[src/rtl/store_buffer.sv]
// ---------------------------------------------------------------------------
// store_buffer
//
// Committed-store buffer in front of the data memory's store port. Committed
// stores are queued in FIFO order and drained one at a time as a single-cycle
// store_req pulse. Between pulses the strobe is low for at least one cycle,
// because the memory latches a write on the rising edge of store_req. Loads
// can look into the buffer: an exact address match forwards the youngest
// pending value, and a partial overlap raises fwd_conflict so the load stalls.
//
// Ports
//   clk, reset         clock; asynchronous active-high reset
//   push_req           commit stage presents a store this cycle
//   push_address/value store being committed
//   full               DEPTH entries held (push ignored)
//   empty              no entries and drain idle
//   drain_hold         do not start a new drain this cycle
//   store_req          registered write strobe to data memory
//   store_address/value registered write address/data, valid with store_req
//   load_address       address of the load being issued
//   fwd_hit/fwd_value  youngest exact match and its data (0 when no hit)
//   fwd_conflict       some pending entry partially overlaps load_address
// ---------------------------------------------------------------------------
module store_buffer #(
    parameter int ADDRESS_SIZE = 32,
    parameter int OPERAND_SIZE = 32,
    parameter int DEPTH        = 4
) (
    input  logic                    clk,
    input  logic                    reset,
    input  logic                    push_req,
    input  logic [ADDRESS_SIZE-1:0] push_address,
    input  logic [OPERAND_SIZE-1:0] push_value,
    output logic                    full,
    output logic                    empty,
    input  logic                    drain_hold,
    output logic                    store_req,
    output logic [ADDRESS_SIZE-1:0] store_address,
    output logic [OPERAND_SIZE-1:0] store_value,
    input  logic [ADDRESS_SIZE-1:0] load_address,
    output logic                    fwd_hit,
    output logic [OPERAND_SIZE-1:0] fwd_value,
    output logic                    fwd_conflict
);

    localparam int PW = $clog2(DEPTH);
    localparam int CW = PW + 1;
    localparam logic [CW-1:0]         FULL_COUNT = CW'(DEPTH);
    localparam logic [ADDRESS_SIZE:0] NEAR_LIMIT = (ADDRESS_SIZE + 1)'(4);

    typedef enum logic {
        IDLE  = 1'b0,
        WRITE = 1'b1
    } state_t;

    logic [ADDRESS_SIZE-1:0] addr_mem_r  [DEPTH];
    logic [OPERAND_SIZE-1:0] value_mem_r [DEPTH];
    logic [PW-1:0]           head_r;
    logic [PW-1:0]           tail_r;
    logic [CW-1:0]           count_r;
    state_t                  state_r;
    logic                    store_req_r;
    logic [ADDRESS_SIZE-1:0] store_address_r;
    logic [OPERAND_SIZE-1:0] store_value_r;

    logic                    push_s;
    logic                    pop_s;
    logic                    full_s;
    logic                    fwd_hit_s;
    logic [OPERAND_SIZE-1:0] fwd_value_s;
    logic                    fwd_conflict_s;
    logic [PW-1:0]           idx_s;
    logic                    valid_s;
    logic [ADDRESS_SIZE:0]   diff_s;

    // full comes from the registered count only, so a pop in the same cycle
    // does not make room for a push; the producer holds the store instead.
    assign full_s = (count_r == FULL_COUNT);
    assign push_s = push_req & ~full_s;
    // The head is popped on the WRITE->IDLE edge.
    assign pop_s  = (state_r == WRITE);

    // Entry storage, pointers and occupancy count.
    always_ff @(posedge clk or posedge reset) begin
        if (reset) begin
            for (int i = 0; i < DEPTH; i++) begin
                addr_mem_r[i]  <= '0;
                value_mem_r[i] <= '0;
            end
            head_r  <= '0;
            tail_r  <= '0;
            count_r <= '0;
        end else begin
            if (push_s) begin
                addr_mem_r[tail_r]  <= push_address;
                value_mem_r[tail_r] <= push_value;
                tail_r              <= tail_r + PW'(1);
            end
            if (pop_s) begin
                head_r <= head_r + PW'(1);
            end
            case ({push_s, pop_s})
                2'b10:   count_r <= count_r + CW'(1);
                2'b01:   count_r <= count_r - CW'(1);
                default: count_r <= count_r;
            endcase
        end
    end

    // Drain FSM: IDLE launches a write from the head, WRITE always returns.
    always_ff @(posedge clk or posedge reset) begin
        if (reset) begin
            state_r         <= IDLE;
            store_req_r     <= 1'b0;
            store_address_r <= '0;
            store_value_r   <= '0;
        end else begin
            case (state_r)
                IDLE: begin
                    if ((count_r != CW'(0)) && !drain_hold) begin
                        state_r         <= WRITE;
                        store_req_r     <= 1'b1;
                        store_address_r <= addr_mem_r[head_r];
                        store_value_r   <= value_mem_r[head_r];
                    end else begin
                        state_r     <= IDLE;
                        store_req_r <= 1'b0;
                    end
                end
                WRITE: begin
                    state_r     <= IDLE;
                    store_req_r <= 1'b0;
                end
                default: begin
                    state_r     <= IDLE;
                    store_req_r <= 1'b0;
                end
            endcase
        end
    end

    // Forwarding search from oldest to youngest so the youngest exact match
    // wins. Distance is taken at ADDRESS_SIZE+1 bits so it never wraps.
    always_comb begin
        fwd_hit_s      = 1'b0;
        fwd_value_s    = '0;
        fwd_conflict_s = 1'b0;
        idx_s          = '0;
        valid_s        = 1'b0;
        diff_s         = '0;
        for (int k = 0; k < DEPTH; k++) begin
            idx_s   = head_r + PW'(k);
            valid_s = (CW'(k) < count_r);
            diff_s  = ({1'b0, addr_mem_r[idx_s]} >= {1'b0, load_address}) ?
                      ({1'b0, addr_mem_r[idx_s]} - {1'b0, load_address}) :
                      ({1'b0, load_address} - {1'b0, addr_mem_r[idx_s]});
            fwd_hit_s      = fwd_hit_s | (valid_s & (diff_s == '0));
            fwd_value_s    = (valid_s && (diff_s == '0)) ? value_mem_r[idx_s] : fwd_value_s;
            fwd_conflict_s = fwd_conflict_s |
                             (valid_s & (diff_s != '0) & (diff_s < NEAR_LIMIT));
        end
    end

    assign full          = full_s;
    assign empty         = (count_r == CW'(0)) && (state_r == IDLE);
    assign store_req     = store_req_r;
    assign store_address = store_address_r;
    assign store_value   = store_value_r;
    assign fwd_hit       = fwd_hit_s;
    assign fwd_value     = fwd_value_s;
    assign fwd_conflict  = fwd_conflict_s;

endmodule

[config.mk]
export PLATFORM = sky130hd
export DESIGN_NAME = store_buffer
export DESIGN_NICKNAME = d
export VERILOG_FILES = /design/src/rtl/store_buffer.sv
export SDC_FILE = /design/constraint.sdc
export NUM_CORES = 2
export LEC_CHECK = 0
export ABC_AREA = 1
export ABC_CLOCK_PERIOD_IN_PS = 14480
export CAP_MARGIN = 20
export CORE_UTILIZATION = 55
export DETAILED_ROUTE_END_ITERATION = 16
export MAX_ROUTING_LAYER = met4
export PLACE_DENSITY = 0.72
export SYNTH_ARGS = -nofsm -noshare
export SYNTH_HDL_FRONTEND = slang
export SYNTH_SLANG_ARGS = --single-unit
[constraint.sdc]
create_clock -name clk -period 14.48 [get_ports clk]
set_clock_uncertainty 0.2 [all_clocks]
set_input_delay 1.448 -clock clk [delete_from_list [all_inputs] [get_ports clk]]
set_output_delay 1.448 -clock clk [all_outputs]
set_load 0.02 [all_outputs]
==> After elaboration in Yosys (flattened, before gate mapping) <==
Cells that the tools add are included.
{ "totals": {"regBits": 328, "in_bits": 100, "out_inout_bits": 101} }
{ "classes": {"n_addsub": 14, "order_cmp": 18, "eq_ne": 3, "n_mux": 39, "bitwise": 26, "n_reduce_logical": 20} }
{ "op_table": {"columns": ["op", "count"], "rows": [
  ["$mux 32", 21],
  ["$bmux 32 s2", 8],
  ["$sub 32x32->33", 8],
  ["$bwmux 128", 2],
  ["$logic_not 33->1", 4],
  ["$lt 33x3->1 const B", 4],
  ["$mux 33", 4],
  ["$reduce_bool 33->1", 4],
  ["$ge 32x32->1", 4],
  ["$demux 32 s2", 1],
  ["$ge 3x3->1 const B", 5],
  ["$not 2->3", 5],
  ["$and 1x1->1", 13],
  ["$logic_and 1x1->1", 7],
  ["$lt 1x3->1 const A", 2],
  ["$lt 2x3->1 const A", 2],
  ["$or 1x1->1", 6],
  ["$pmux 3 s2", 1],
  ["$add 2x1->2 const B", 2],
  ["$add 2x2->2 const B", 2],
  ["$add 3x1->3 const B", 1],
  ["$eq 3x3->1 const B", 1],
  ["$logic_not 3->1", 1],
  ["$lt 3x1->1 const B", 1],
  ["other kinds (10)", 11]
]} }

==> Logic depth before layout (Yosys ltp) <==
{ "depth": {"word_depth": 13, "ltp_mapped": 36, "mapped_depth_nobuf": 30} }

==> Worst setup path before layout <==
No wires, ideal clock.
{ "synth_path": {"kind": "flip-flop to output port", "start": "register head_r[0]", "end": "output port fwd_value[22]", "arrival_time_ns": 4.370, "required_time_ns": 12.832, "slack_ns": 8.462, "path_stages_with_launch": 31, "path_cell_list": "dfrtp_1 > clkbuf_1 > clkbuf_1 > clkbuf_1 > clkbuf_1 > clkbuf_1 > o21ai_0 > nand2_1 > o21ai_0 > inv_1 > ha_1 > buf_2 > nand2_2 > inv_1 > a21oi_1 > nand2_1 > nand2_1 > nand3_2 > nand2_4 > nand2_4 > buf_4 > nand3_1 > nand2_1 > nor2_1 > nand3_1 > nor2_2 > nand4_1 > buf_6 > buf_6 > a21o_1 > nand2_1"} }
{ "synth_via": {"elab_chain_cells": 12, "word_cells_on_any_way": 59} }
{ "synth_lines": {"columns": ["element", "line_no", "rtl"], "rows": [
  ["start, declared", "58", "logic [PW-1:0] head_r;"],
  ["start signal, assigned", "100", "head_r <= head_r + PW'(1);"],
  ["$add 2x1->2 / $not 2->3 (equally long branches)", null, null],
  ["$not 2->3 (implied by the code) / $bmux 32 s2 (equally long branches)", null, null],
  ["$bmux 32 s2 / $mux 32 (equally long branches)", "154, 155, 156", null],
  ["$mux 32 (implied by the code)", "154, 155, 156", null],
  ["$mux 32 (implied by the code), or another cell as far along", "154, 155, 156", null],
  ["$sub 32x32->33, or another cell as far along", "156", "({1'b0, load_address} - {1'b0, addr_mem_r[idx_s]});"],
  ["$mux 33 / $logic_not 33->1 (equally long branches)", "154, 158", null],
  ["$logic_not 33->1 / $logic_and 1x1->1 (equally long branches)", "158", "fwd_value_s = (valid_s && (diff_s == '0)) ? value_mem_r[idx_s] : fwd_value_s;"],
  ["$logic_and 1x1->1 / $mux 32 (equally long branches)", "158", null],
  ["$mux 32 (2 in series)", "158", null],
  ["$mux 32 (*)", "158", null],
  ["end, declared", "42", "output logic [OPERAND_SIZE-1:0] fwd_value,"]
]} }
Every way passes the cells marked *; elsewhere a longest branch is shown, timed or not. The select of a mux whose other input is x is not followed.

==> Worst setup path after layout <==
{ "layout_path": {"start": "register head_r[0]", "end": "output port fwd_hit"} }
{ "layout_via": {"elab_chain_cells": 12, "word_cells_on_any_way": 46} }
{ "layout_lines": {"columns": ["element", "line_no", "rtl"], "rows": [
  ["$add 2x1->2", "152", "idx_s = head_r + PW'(k);"],
  ["$not 2->3 (implied by the code)", "154, 155, 156", null],
  ["$bmux 32 s2", "154, 155, 156", null],
  ["$mux 32 (implied by the code) (2 in series)", "154, 155, 156", null],
  ["$sub 32x32->33, or another cell as far along", "156", null],
  ["$mux 33", "154", "diff_s = ({1'b0, addr_mem_r[idx_s]} >= {1'b0, load_address}) ?"],
  ["$logic_not 33->1", "157", "fwd_hit_s = fwd_hit_s | (valid_s & (diff_s == '0));"],
  ["$and 1x1->1", "157", null],
  ["$or 1x1->1 (2 in series)", "157", null],
  ["$or 1x1->1 (*)", "157", null],
  ["end, declared", "41", "output logic fwd_hit,"]
]} }
Marked as above.

==> impl_metrics.toml <==
[run_status]
status = "completed"

[synthesis]
synth_edf_count = 0
synth.top_cells.by_area = "nand2_1 (27%), dfrtp_1 (21%), inv_1 (10%)"
synth_ff_type = "dfrtp_1"
yosysTopAreaCell = "nand2_1"
ys_async_sr_fraction = 1.000
synth_seq_area_share = 0.2066
ys_types = 51
syn_inst = 7081
netlist_area_sq_um = 39730
ys_ff_latch = 328
yosys_warnings = 0
synth_nets = 7446
syn_area_per_cell_sq_um = 5.611
synth_top_area_frac = 0.2688

[timing]
max_freq_mhz = 93.96
setup_viol = 0
slew-limit-headroom = 0.2762
fin_crit_ns = 10.64
fin_setup_tns_ns = 0
tightest_slew_ns = 1.086
final-hold-violation-count = 0
fin_crit_sh = 0.7350
drv_slew = 0
rsz0062_at_grt = "false"

[route]
ant_nets = 0
num_vias = 46800
via_per_inst = 5.785
drt-wirelength-per-cell_um = 20.73
first_pass_iters = 10
drc_errors = 0
drtIter0Drc = 6109
routed_wl_um = 167700

[clock_tree]
cts_tree = "done"
cts_buffer_depth = 3
cts_buffers = 39
cts_resized = 0
cts_root_buffer = "clkbuf_16"
clock_sinks = 328
clk_pin_slew_ns = 0.06
postCtsSetupBuffers = 0
cts_hold_buffers = 0
htreeDepth = 2
insertion_delay_ns = 0.59

[floorplanning]
ioPinCount = 201
initial_utilization = 0.5558
die_y_um = 270.8
std_cell_rows = 98
die_w_um = 270.8
core_area_sq_um = 71490
dieArea_sq_um = 73320

[placement]
port-buffer-count = 200
place_area_sq_um = 42100
dp.cells = 8018
dp_hpwl_um = 132200
place.gp.congestion = 1.121

[cells_and_area]
post_route_cells_drive_above_1_share = 0.04695
layout.cells.most_common = "nand2_1"
mostFrequentLayoutCells = "nand2_1 (2,841), inv_1 (1,067), o21ai_0 (696), nor2_1 (401), nand3_1 (400)"
finish.cell_count_without_fillers = 8089
layout.nets = 7474
area_growth_pct = 9.196
fin_area_sq_um = 43380
post-route-util = 0.6069

[global_route]
grt_max_degree = 144
track_usage = 0.4581
grt_overflow = 0
grt_pass1_wl_um = 250900
grt_antenna_before_repair = 3
grt_pass1_vias = 42390

[setup_path]
critPathLaunchType = "register"
critPathMostFrequentCell = "nand2_1"
crit_path_max_incr_delay_ns = 0.92
crit_family = "simple AND/OR/NAND/NOR gates"
critPathKind = "register to primary output"
cp_max_fo = 108
end_kind = "primary output"
cp.required_ns = 12.83
worst-path-buf-inv = 7
cp.arrival_ns = 8.99
crit_path_top_delay_cell = "dfrtp_4"

[worst_hold_path]
hp-class = "register to register"

[job]
max-cap-violations = 0
[worst paths after layout]
path                                startpoint           endpoint  slack (ns)  cells past startpoint
worst max register to register       head_r[0]  store_address[11]       10.59                      7
worst min register to register  store_value[5]     store_value[5]        0.28                      2
min in group asynchronous                reset    store_value[25]        1.18                      2
worst min-delay path            store_value[5]     store_value[5]        0.28                      2
worst max-delay path                 head_r[0]            fwd_hit        3.84                     25
max in group asynchronous                reset    addr_mem_r[113]       10.97                      4
[tightest hold or removal path, stage by stage, from the launching register on]
cell     delay, ns
dfrtp_1       0.35
nand2_1       0.05
nand2_1       0.05
[cells by family after synthesis]
kind of cell	after synthesis	share of synthesized area
AOI/OAI and AO/OA	1072	0.1431
xor gates and xnor gates	84	0.01852
adders and majority gates	265	0.08345
buffers and inverters	1346	0.1344
DFF	328	0.2066
and+or+nand+nor	3986	0.4140
[Yosys cell counts (36+ instances only)]
| cell type | n |
|---|---|
| a21o_1 | 39 |
| a21oi_1 | 232 |
| clkbuf_1 | 158 |
| dfrtp_1 | 328 |
| ha_1 | 265 |
| inv_1 | 1072 |
| nand2_1 | 2845 |
| nand3_1 | 400 |
| nand4_1 | 110 |
| nor2_1 | 402 |
| o21ai_0 | 700 |
| o21bai_1 | 36 |
| or2_2 | 137 |
| xor2_1 | 73 |
[stage by stage]
| stage | hold slack (ns) | setup slack, ns |
|---|---|---|
| global placement | 0.2622 | 4.834 |
| floorplan | 0.2530 | 3.749 |
| finish | 0.2833 | 3.837 |
| CTS | 0.2816 | 4.146 |
| global route | 0.2965 | 3.617 |
| detailed placement | 0.2644 | 4.777 |
[final cells by class]
class | instances | area (sq um)
timing repair buffer | 246 | 2347
sequential | 328 | 8212
fill | 7166 | 28100
clock inverter | 21 | 219.0
clock buffer | 47 | 1056
tap | 950 | 1189
antenna | 3 | 7.507
inverter | 1087 | 4104
multi-input combinational | 5407 | 26250
[sequential cells by signal, indices dropped and copies added (netlist names)]
| register | count |
|---|---|
| store_req | 1 |
| count_r | 3 |
| head_r | 2 |
| store_value | 32 |
| store_address | 32 |
| value_mem_r | 128 |
| addr_mem_r | 128 |
| tail_r | 2 |
[metal layers]
metal	up-vias	global-route usage	share of wire
met2	2850	0.6802	0.42
met3	559	0.09133	0.11
met1	21320	0.5897	0.40
li1	22070	-	-
met4	0	0.2316	0.060
met5	-	-	0
Power is not shown: default switching activity piles up to over one toggle a cycle in this logic, so the estimate is an artifact.
